[src/rtl/uart_tx_arbiter.sv]
// ---------------------------------------------------------------------------
// uart_tx_arbiter
//
// Shares one uart_tx_byte transmitter between two byte requesters. Requests
// are granted round-robin. The granted byte is latched onto tx_byte, a
// single-cycle tx_go pulse launches the frame, and the arbiter waits for
// tx_done. A watchdog aborts the wait if tx_done never comes. The owner then
// gets a one-cycle ack, or timeout_err pulses instead.
//
// Ports:
//   clk          system clock (50 MHz)
//   rst_n        asynchronous active-low reset
//   req0/req1    level requests, held until the matching ack
//   data0/data1  request bytes, stable while the request is high
//   ack0/ack1    one-cycle pulse: that requester's byte was fully sent
//   busy         high whenever the arbiter is not idle
//   timeout_err  one-cycle pulse: transfer aborted by the watchdog
//   tx_byte      byte to uart_tx_byte, held from launch through completion
//   tx_go        single-cycle send strobe to uart_tx_byte
//   baud_set     constant baud code to uart_tx_byte
//   tx_done      end-of-stop-bit pulse from uart_tx_byte
// ---------------------------------------------------------------------------
module uart_tx_arbiter #(
    parameter logic [2:0]  BAUD_SET    = 3'h6,
    parameter logic [19:0] TIMEOUT_CYC = 20'd600000
) (
    input  logic       clk,
    input  logic       rst_n,
    input  logic       req0,
    input  logic [7:0] data0,
    output logic       ack0,
    input  logic       req1,
    input  logic [7:0] data1,
    output logic       ack1,
    output logic       busy,
    output logic       timeout_err,
    output logic [7:0] tx_byte,
    output logic       tx_go,
    output logic [2:0] baud_set,
    input  logic       tx_done
);

    typedef enum logic [1:0] {
        S_IDLE   = 2'd0,
        S_LAUNCH = 2'd1,
        S_WAIT   = 2'd2,
        S_DONE   = 2'd3
    } state_t;

    state_t      state;
    state_t      state_next;
    logic        owner;         // index of the requester being served
    logic        rr;            // requester favoured when both ask at once
    logic        grant_vld;
    logic        grant_idx;
    logic        done_ok_next;  // completion (1) vs watchdog abort (0)
    logic [19:0] wdog;
    logic        wdog_expired;

    assign wdog_expired = (wdog == TIMEOUT_CYC - 20'd1);
    assign baud_set     = BAUD_SET;

    // NOTE: clocked state uses non-blocking (<=) so every register samples
    // pre-edge values regardless of process ordering.
    always_ff @(posedge clk or negedge rst_n) begin
        if (!rst_n) begin
            state <= S_IDLE;
        end else begin
            state <= state_next;
        end
    end

    // NOTE: every signal gets a default before the case so no path leaves
    // one unassigned, which would otherwise infer a latch.
    always_comb begin
        state_next   = state;
        grant_vld    = 1'b0;
        grant_idx    = rr;
        done_ok_next = 1'b0;
        case (state)
            S_IDLE: begin
                if (req0 || req1) begin
                    grant_vld  = 1'b1;
                    // A lone requester wins outright; a tie goes to rr.
                    grant_idx  = (req0 && req1) ? rr : req1;
                    state_next = S_LAUNCH;
                end
            end
            S_LAUNCH: begin
                state_next = S_WAIT;
            end
            S_WAIT: begin
                // tx_done is tested first so it beats a same-cycle timeout.
                if (tx_done) begin
                    done_ok_next = 1'b1;
                    state_next   = S_DONE;
                end else if (wdog_expired) begin
                    state_next   = S_DONE;
                end
            end
            S_DONE: begin
                state_next = S_IDLE;
            end
            default: begin
                state_next = S_IDLE;
            end
        endcase
    end

    // Outputs are registered by decoding the state being entered, so each
    // pulse lines up exactly with the cycle spent in the matching state.
    always_ff @(posedge clk or negedge rst_n) begin
        if (!rst_n) begin
            busy        <= 1'b0;
            tx_go       <= 1'b0;
            ack0        <= 1'b0;
            ack1        <= 1'b0;
            timeout_err <= 1'b0;
            tx_byte     <= 8'h00;
            owner       <= 1'b0;
            rr          <= 1'b0;
            wdog        <= 20'd0;
        end else begin
            busy        <= (state_next != S_IDLE);
            tx_go       <= (state_next == S_LAUNCH);
            ack0        <= (state_next == S_DONE) && done_ok_next && !owner;
            ack1        <= (state_next == S_DONE) && done_ok_next &&  owner;
            timeout_err <= (state_next == S_DONE) && !done_ok_next;

            if (grant_vld) begin
                owner   <= grant_idx;
                tx_byte <= grant_idx ? data1 : data0;
            end

            // Counting stops on the exit cycle, so wdog never passes
            // TIMEOUT_CYC-1 and cannot wrap.
            if (state == S_LAUNCH) begin
                wdog <= 20'd0;
            end else if (state == S_WAIT && state_next == S_WAIT) begin
                wdog <= wdog + 20'd1;
            end

            // Hand priority to the other requester after every transfer,
            // whether it completed or was aborted.
            if (state == S_DONE) begin
                rr <= ~owner;
            end
        end
    end

endmodule
[config.mk]
export PLATFORM = sky130hd
export DESIGN_NAME = uart_tx_arbiter
export DESIGN_NICKNAME = d
export VERILOG_FILES = /design/src/rtl/uart_tx_arbiter.sv
export SDC_FILE = /design/constraint.sdc
export NUM_CORES = 1
export LEC_CHECK = 0
export ABC_AREA = 0
export BUFFER_PORTS_ARGS = -buffer_cell sky130_fd_sc_hd__buf_2
export CORE_ASPECT_RATIO = 1.1
export CORE_UTILIZATION = 49
export DETAILED_ROUTE_END_ITERATION = 6
export PLACE_DENSITY = 0.84
export REMOVE_ABC_BUFFERS = 1
export SETUP_SLACK_MARGIN = 0.02
export SKIP_CTS_REPAIR_TIMING = 1
export SLEW_MARGIN = 10
export SYNTH_ARGS = -nofsm -noshare
export SYNTH_HDL_FRONTEND = slang
export SYNTH_SLANG_ARGS = --single-unit
[constraint.sdc]
create_clock -name clk -period 2 [get_ports clk]
set_clock_uncertainty 0.1 [all_clocks]
set_input_delay 0.2 -clock clk [delete_from_list [all_inputs] [get_ports clk]]
set_output_delay 0.2 -clock clk [all_outputs]
set_load 0.02 [all_outputs]
## After elaboration in Yosys (flattened, before gate mapping)

Index checks and enable logic that the tools add are counted.

| operators by class | value |
|---|---|
| add/sub/neg operators | 1 |
| eq/ne operators | 7 |
| muxes and demuxes | 14 |
| bitwise logic cells | 1 |
| reduce and logical (&&, ||, !) cells | 12 |

Operators by type and width:

| operator | count |
|---|---|
| 20-bit 2-to-1 mux | 2 |
| 20-bit by 1-bit adder with 20-bit output (second input constant) | 1 |
| 20-bit == test (second input constant) | 1 |
| 2-bit == test (second input constant) | 4 |
| 8-bit 2-to-1 mux | 1 |
| 2-bit case mux with 4 select lines | 1 |
| 1-bit 2-to-1 mux | 7 |
| 1-bit logical AND | 6 |
| 2-bit 2-to-1 mux | 3 |
| 2-bit by 1-bit == test with 1-bit output (second input constant) | 2 |
| 2-bit nonzero test | 2 |
| 1-bit zero test | 2 |
| 2-bit zero test | 1 |
| 1-bit logical OR | 1 |
| 1-bit inverter | 1 |

| word-level totals | value |
|---|---|
| register bits | 37 |
| word-level logic and storage cells | 45 |

## Longest topological paths before layout

| depth | value |
|---|---|
| depth after elaboration | 8 |
| gate-level depth with buffers | 7 |
| mapped depth without buffers | 7 |

## Least setup slack after synthesis

OpenSTA, ideal clock, no wires.

| timing path | value |
|---|---|
| kind | flip-flop to flip-flop |
| start point | reg state[0] |
| end point | reg wdog[19] |
| library setup time | 0.127 ns |
| arrival | 1.935 ns |
| data required time | 1.773 ns |
| slack | -0.163 ns |
| cell stages (with the launch flop) | 8 |
| buffers on the path | 0 |
| path through | dfrtp_1 inv_1 ha_1 or3b_4 a21o_1 a21oi_2 nand4_1 mux2_1 |

| between the ends | value |
|---|---|
| word-level cells in the longest chain between the ends | 6 |
| elaborated cells between the ends (all ways) | 12 |
| classes of those cells | eq/ne: 4; mux: 5; reduce/logical: 3 |

RTL lines:

| element | RTL line | RTL |
|---|---|---|
| from (decl) | 50 | `state_t state;` |
| from (signal assigned) | 69 | `state <= state_next;` |
| 2-bit 2-to-1 mux | 97 | `end else if (wdog_expired) begin` |
| 2-bit 2-to-1 mux | 94 | `if (tx_done) begin` |
| 2-bit case mux with 4 select lines | 80 | `case (state)` |
| 2-bit == test | 139 | `end else if (state == S_WAIT && state_next == S_WAIT) begin` |
| 1-bit logical AND | 139 |  |
| 2-bit nonzero test (no line) | - |  |
| to (signal assigned) | 140 | `wdog <= wdog + 20'd1;` |
| to (decl) | 57 | `logic [19:0] wdog;` |

Several ways; a longest one is shown, not always the timed one.
A chain may end at the register's enable or synchronous reset.

## Worst setup path in the final report

| timing path | value |
|---|---|
| start point | reg state[0] |
| end point | reg wdog[11] |

Same word-level chain as after synthesis.

==> summary.md <==
| Metric | Value |
|---|---|
| Basic-gate share of the synthesized area counting and, or, nand and nor cells | `20.1%` |
| Share of the synthesized area in compound gates (AO/OA/AOI/OAI) | `16.3%` |
| PwrDens | `1100 nW/um^2` |
| Grt total ovfl | `0` |
| Share of synthesized flip-flops with an asynchronous set or reset | `100%` |
| Average wire per cell in the routed design | `15.0 um` |
| Cell depth of the worst hold path | `2` |
| Critical Path Start Type | `flip-flop` |
| Biggest area consumer among synthesized cells | `dfrtp_1` |
| Drc violations | `0` |
| Clock tree from TritonCTS | `yes` |
| Layout Utilization | `68.3%` |
| Reg2reg setup slack | `-0.18 ns` |
| Share of power burned in the clock network | `18.7%` |
| Least setup slack across all paths after layout | `-0.182 ns` |
| Fraction of synthesized area in multiplexers | `5.12%` |
| Count of input and output buffers | `33` |
| Synth cell types | `46` |
| Final HPWL from detailed placement | `3130 um` |
| Type of the worst setup path | `reg2reg` |
| Internal power | `1.70 mW` |
| Mapped Cells | `198` |
| Final Power | `2.82 mW` |
| Endpoint of the worst hold path | `timeout_err` |
| Vertical extent of the die | `68.6 um` |
| Worst vdd rail ir drop | `0.000965 V` |
| Most frequently used cell type in the post-synthesis netlist | `dfrtp_1` |
| Sequential share of the synthesized area | `46.8%` |
| Fmax | `458 MHz` |
| Routability congestion estimate | `0.870` |
| Number of antenna cells inserted | `0` |
| Headroom to the max-slew limit | `45.2%` |
| Largest net degree at the start of global routing | `38` |
| Average footprint of a synthesized cell | `9.99 sq um` |
| Type of the tightest min-delay check | `in2reg` |
| Initial core utilization | `52.9%` |
| Switching fraction of total power | `39.7%` |
| Antenna-violating nets left | `0` |
| Maximum Capacitance Violations | `0` |
| Final net count | `290` |
| Endpoint of the lowest-slack register-to-register path | `wdog[11]` |
| Clock buffer count from CTS | `5` |
| Fraction of the cycle the final worst path needs | `109%` |
| Horizontal die dimension | `62.6 um` |
| Vias per std cell | `5.63` |
| Std-Cell Rows | `23` |
| Clk slew on worst S/H paths | `0.07 ns` |
| Arithmetic-cell share of the synthesized area counting full adders, half adders and majority gates | `3.80%` |
| Via count of the first global-routing pass | `1639` |
| Sum of routed wire length over all layers | `4700 um` |
| Fraction of post-synthesis cell area in the top cell type by area | `46.8%` |
| Status | `finished, violations left` |
| Min cycle time layout | `2.18 ns` |
| Clock Sink Count | `37` |
| Dominant combinational cell family by area after synthesis | `simple AND/OR/NAND/NOR gates` |
| Clock insertion delay at the later pin of the skew report | `0.29 ns` |
| Total placed instance area | `2380 sq um` |
| Worst-margin pin slew | `0.823 ns` |
| Beginning of the worst hold path | `tx_done` |
| FF+latch count, synth | `37` |
| Setup tns final | `-1.45 ns` |
| Total via count after detailed routing | `1761` |
| Flop pwr share | `35.2%` |
| Crit Path Max Fanout | `5` |
| Boundary Pins | `37` |
| Net switching power | `1.12 mW` |
| Max-slew violation total from the final report | `0` |
| Worst flop-to-flop path startpoint | `state[0]` |
| Cell at the root of the clock tree | `clkbuf_8` |
| Data required time of the worst path | `2.10 ns` |
| Die outline area | `4300 sq um` |
| Number of H-tree levels | `2` |
| Most frequently used flop master after synthesis | `dfrtp_1` |
| Yosys warns | `0` |
| GRT Total Usage | `21.9%` |
| Number of flops mapped to enable cells by yosys | `0` |
| Share of post-route cells with drive strength above 1 | `33.5%` |
| XOR/XNOR Fraction of Synth Area | `4.43%` |
| Post-Synthesis Cell Area | `1980 sq um` |
| Crit path DAT | `2.28 ns` |
| Share of total power in combinational logic | `46.1%` |
| Antenna violations before repair | `0` |
| Fin Hold WS | `0.0459 ns` |
| Failing checks | `setup timing` |
| Capturing element type of the critical path | `flip-flop` |
| First-iteration detailed-routing DRC count | `66` |
| Leakage power of the design | `1.17 nW` |
| Wire length of the first global-routing pass | `7200 um` |
| Worst r2r path cells | `7` |
| Bufs on Longest Clock Path | `2` |
| Setup repair after global routing missed its margin | `yes` |
| Post-route cell area | `2560 sq um` |
| Number of setup violations in the final report | `20` |
| Area added between synthesis and finish | `29.2%` |
| Top cell types by occurrence after synthesis | `37 x dfrtp_1, 18 x nor2_1, 16 x nand2_1` |
| Top cells by area in the synthesized netlist | `dfrtp_1 47%, mux2i_1 4.6%, ha_1 3.8%` |
| 1st-pass router iterations | `4` |
| Final-report hold violation count | `0` |
| Area of the core region | `3740 sq um` |
-- critical path: stages, from the launching register on --
cell	delay (ns)
dfrtp_1	0.39
inv_2	0.09
ha_4	0.15
or3b_4	0.42
a21oi_4	0.22
o2111ai_2	0.17
or3_1	0.36
a21oi_1	0.20
-- metrics by stage --
| stage | setup WS, ns | std cells |
|---|---|---|
| 4_1_cts | -0.186 | 310 |
| 6_report | -0.182 | 313 |
| 3_3_place_gp | -0.0649 | 303 |
| 3_5_place_dp | -0.159 | 303 |
| 5_1_grt | -0.235 | 313 |
| 2_1_floorplan | -0.163 | 193 |
-- registers in the layout (all words and copies together), names as in the netlist --
signal       flops
state            2
busy             1
timeout_err      1
tx_byte          8
rr               1
wdog            20
tx_go            1
ack1             1
owner            1
ack0             1
-- worst max-delay path by stage --
stage / start / endpoint / slack (ns)
after floorplan: state[0] / wdog[19] / -0.16
after global placement: state[0] / wdog[13] / -0.06
final: state[0] / wdog[11] / -0.18
after detailed placement: state[0] / wdog[11] / -0.16
after global routing: state[0] / wdog[11] / -0.24
after CTS: state[0] / wdog[11] / -0.19
-- cell type report --
class	count	area, sq um
multi-input combinational	149	1060
inverter	7	26.3
clock buffer	7	86.3
tap	50	62.6
timing repair buffer	63	393
sequential	37	926
fill	263	1180
-- power by group through the flow --
stage	sequential [mW]	clock, mW	combinational [mW]
6_report	0.994	0.527	1.30
5_1_grt	1.01	0.563	1.40
4_1_cts	0.988	0.537	1.18
3_5_place_dp	1.00	0	1.17
3_3_place_gp	0.998	0	1.11
2_1_floorplan	1.14	0	0.560
-- placed cells by master, fill, tap and decap left out, types with 3 or more instances in the layout --
cell,netlist,layout
buf_4,3,29
conb_1,2,3
xnor2_1,7,7
nor2_1,18,18
o21ai_0,15,15
a21oi_1,12,10
o211ai_1,4,4
nand4_1,6,6
buf_2,0,33
a21oi_2,1,3
xor2_1,3,3
mux2i_1,9,9
ha_1,6,5
clkbuf_8,0,6
or3_1,7,7
nand2_1,16,16
inv_1,7,5
dfrtp_1,37,37
nand3_1,7,7
-- kinds of logic after synthesis --
kind of cell	Yosys count
adders and majority gates	6
xor gates and xnor gates	10
AOI/OAI and AO/OA	47
other	2
DFF	37
buffers and inverters	13
muxes	10
and+or+nand+nor	73
-- routing by layer --
| layer | wire, um | global-route usage (%) | vias up |
|---|---|---|---|
| met5 | 0 | 0 | - |
| met4 | 95 | 6.69 | 0 |
| met3 | 206 | 5.10 | 13 |
| met2 | 2440 | 42.3 | 71 |
| met1 | 1950 | 24.2 | 839 |
| li1 | - | - | 838 |
No activity file was read; power rests on OpenSTA's default activity.
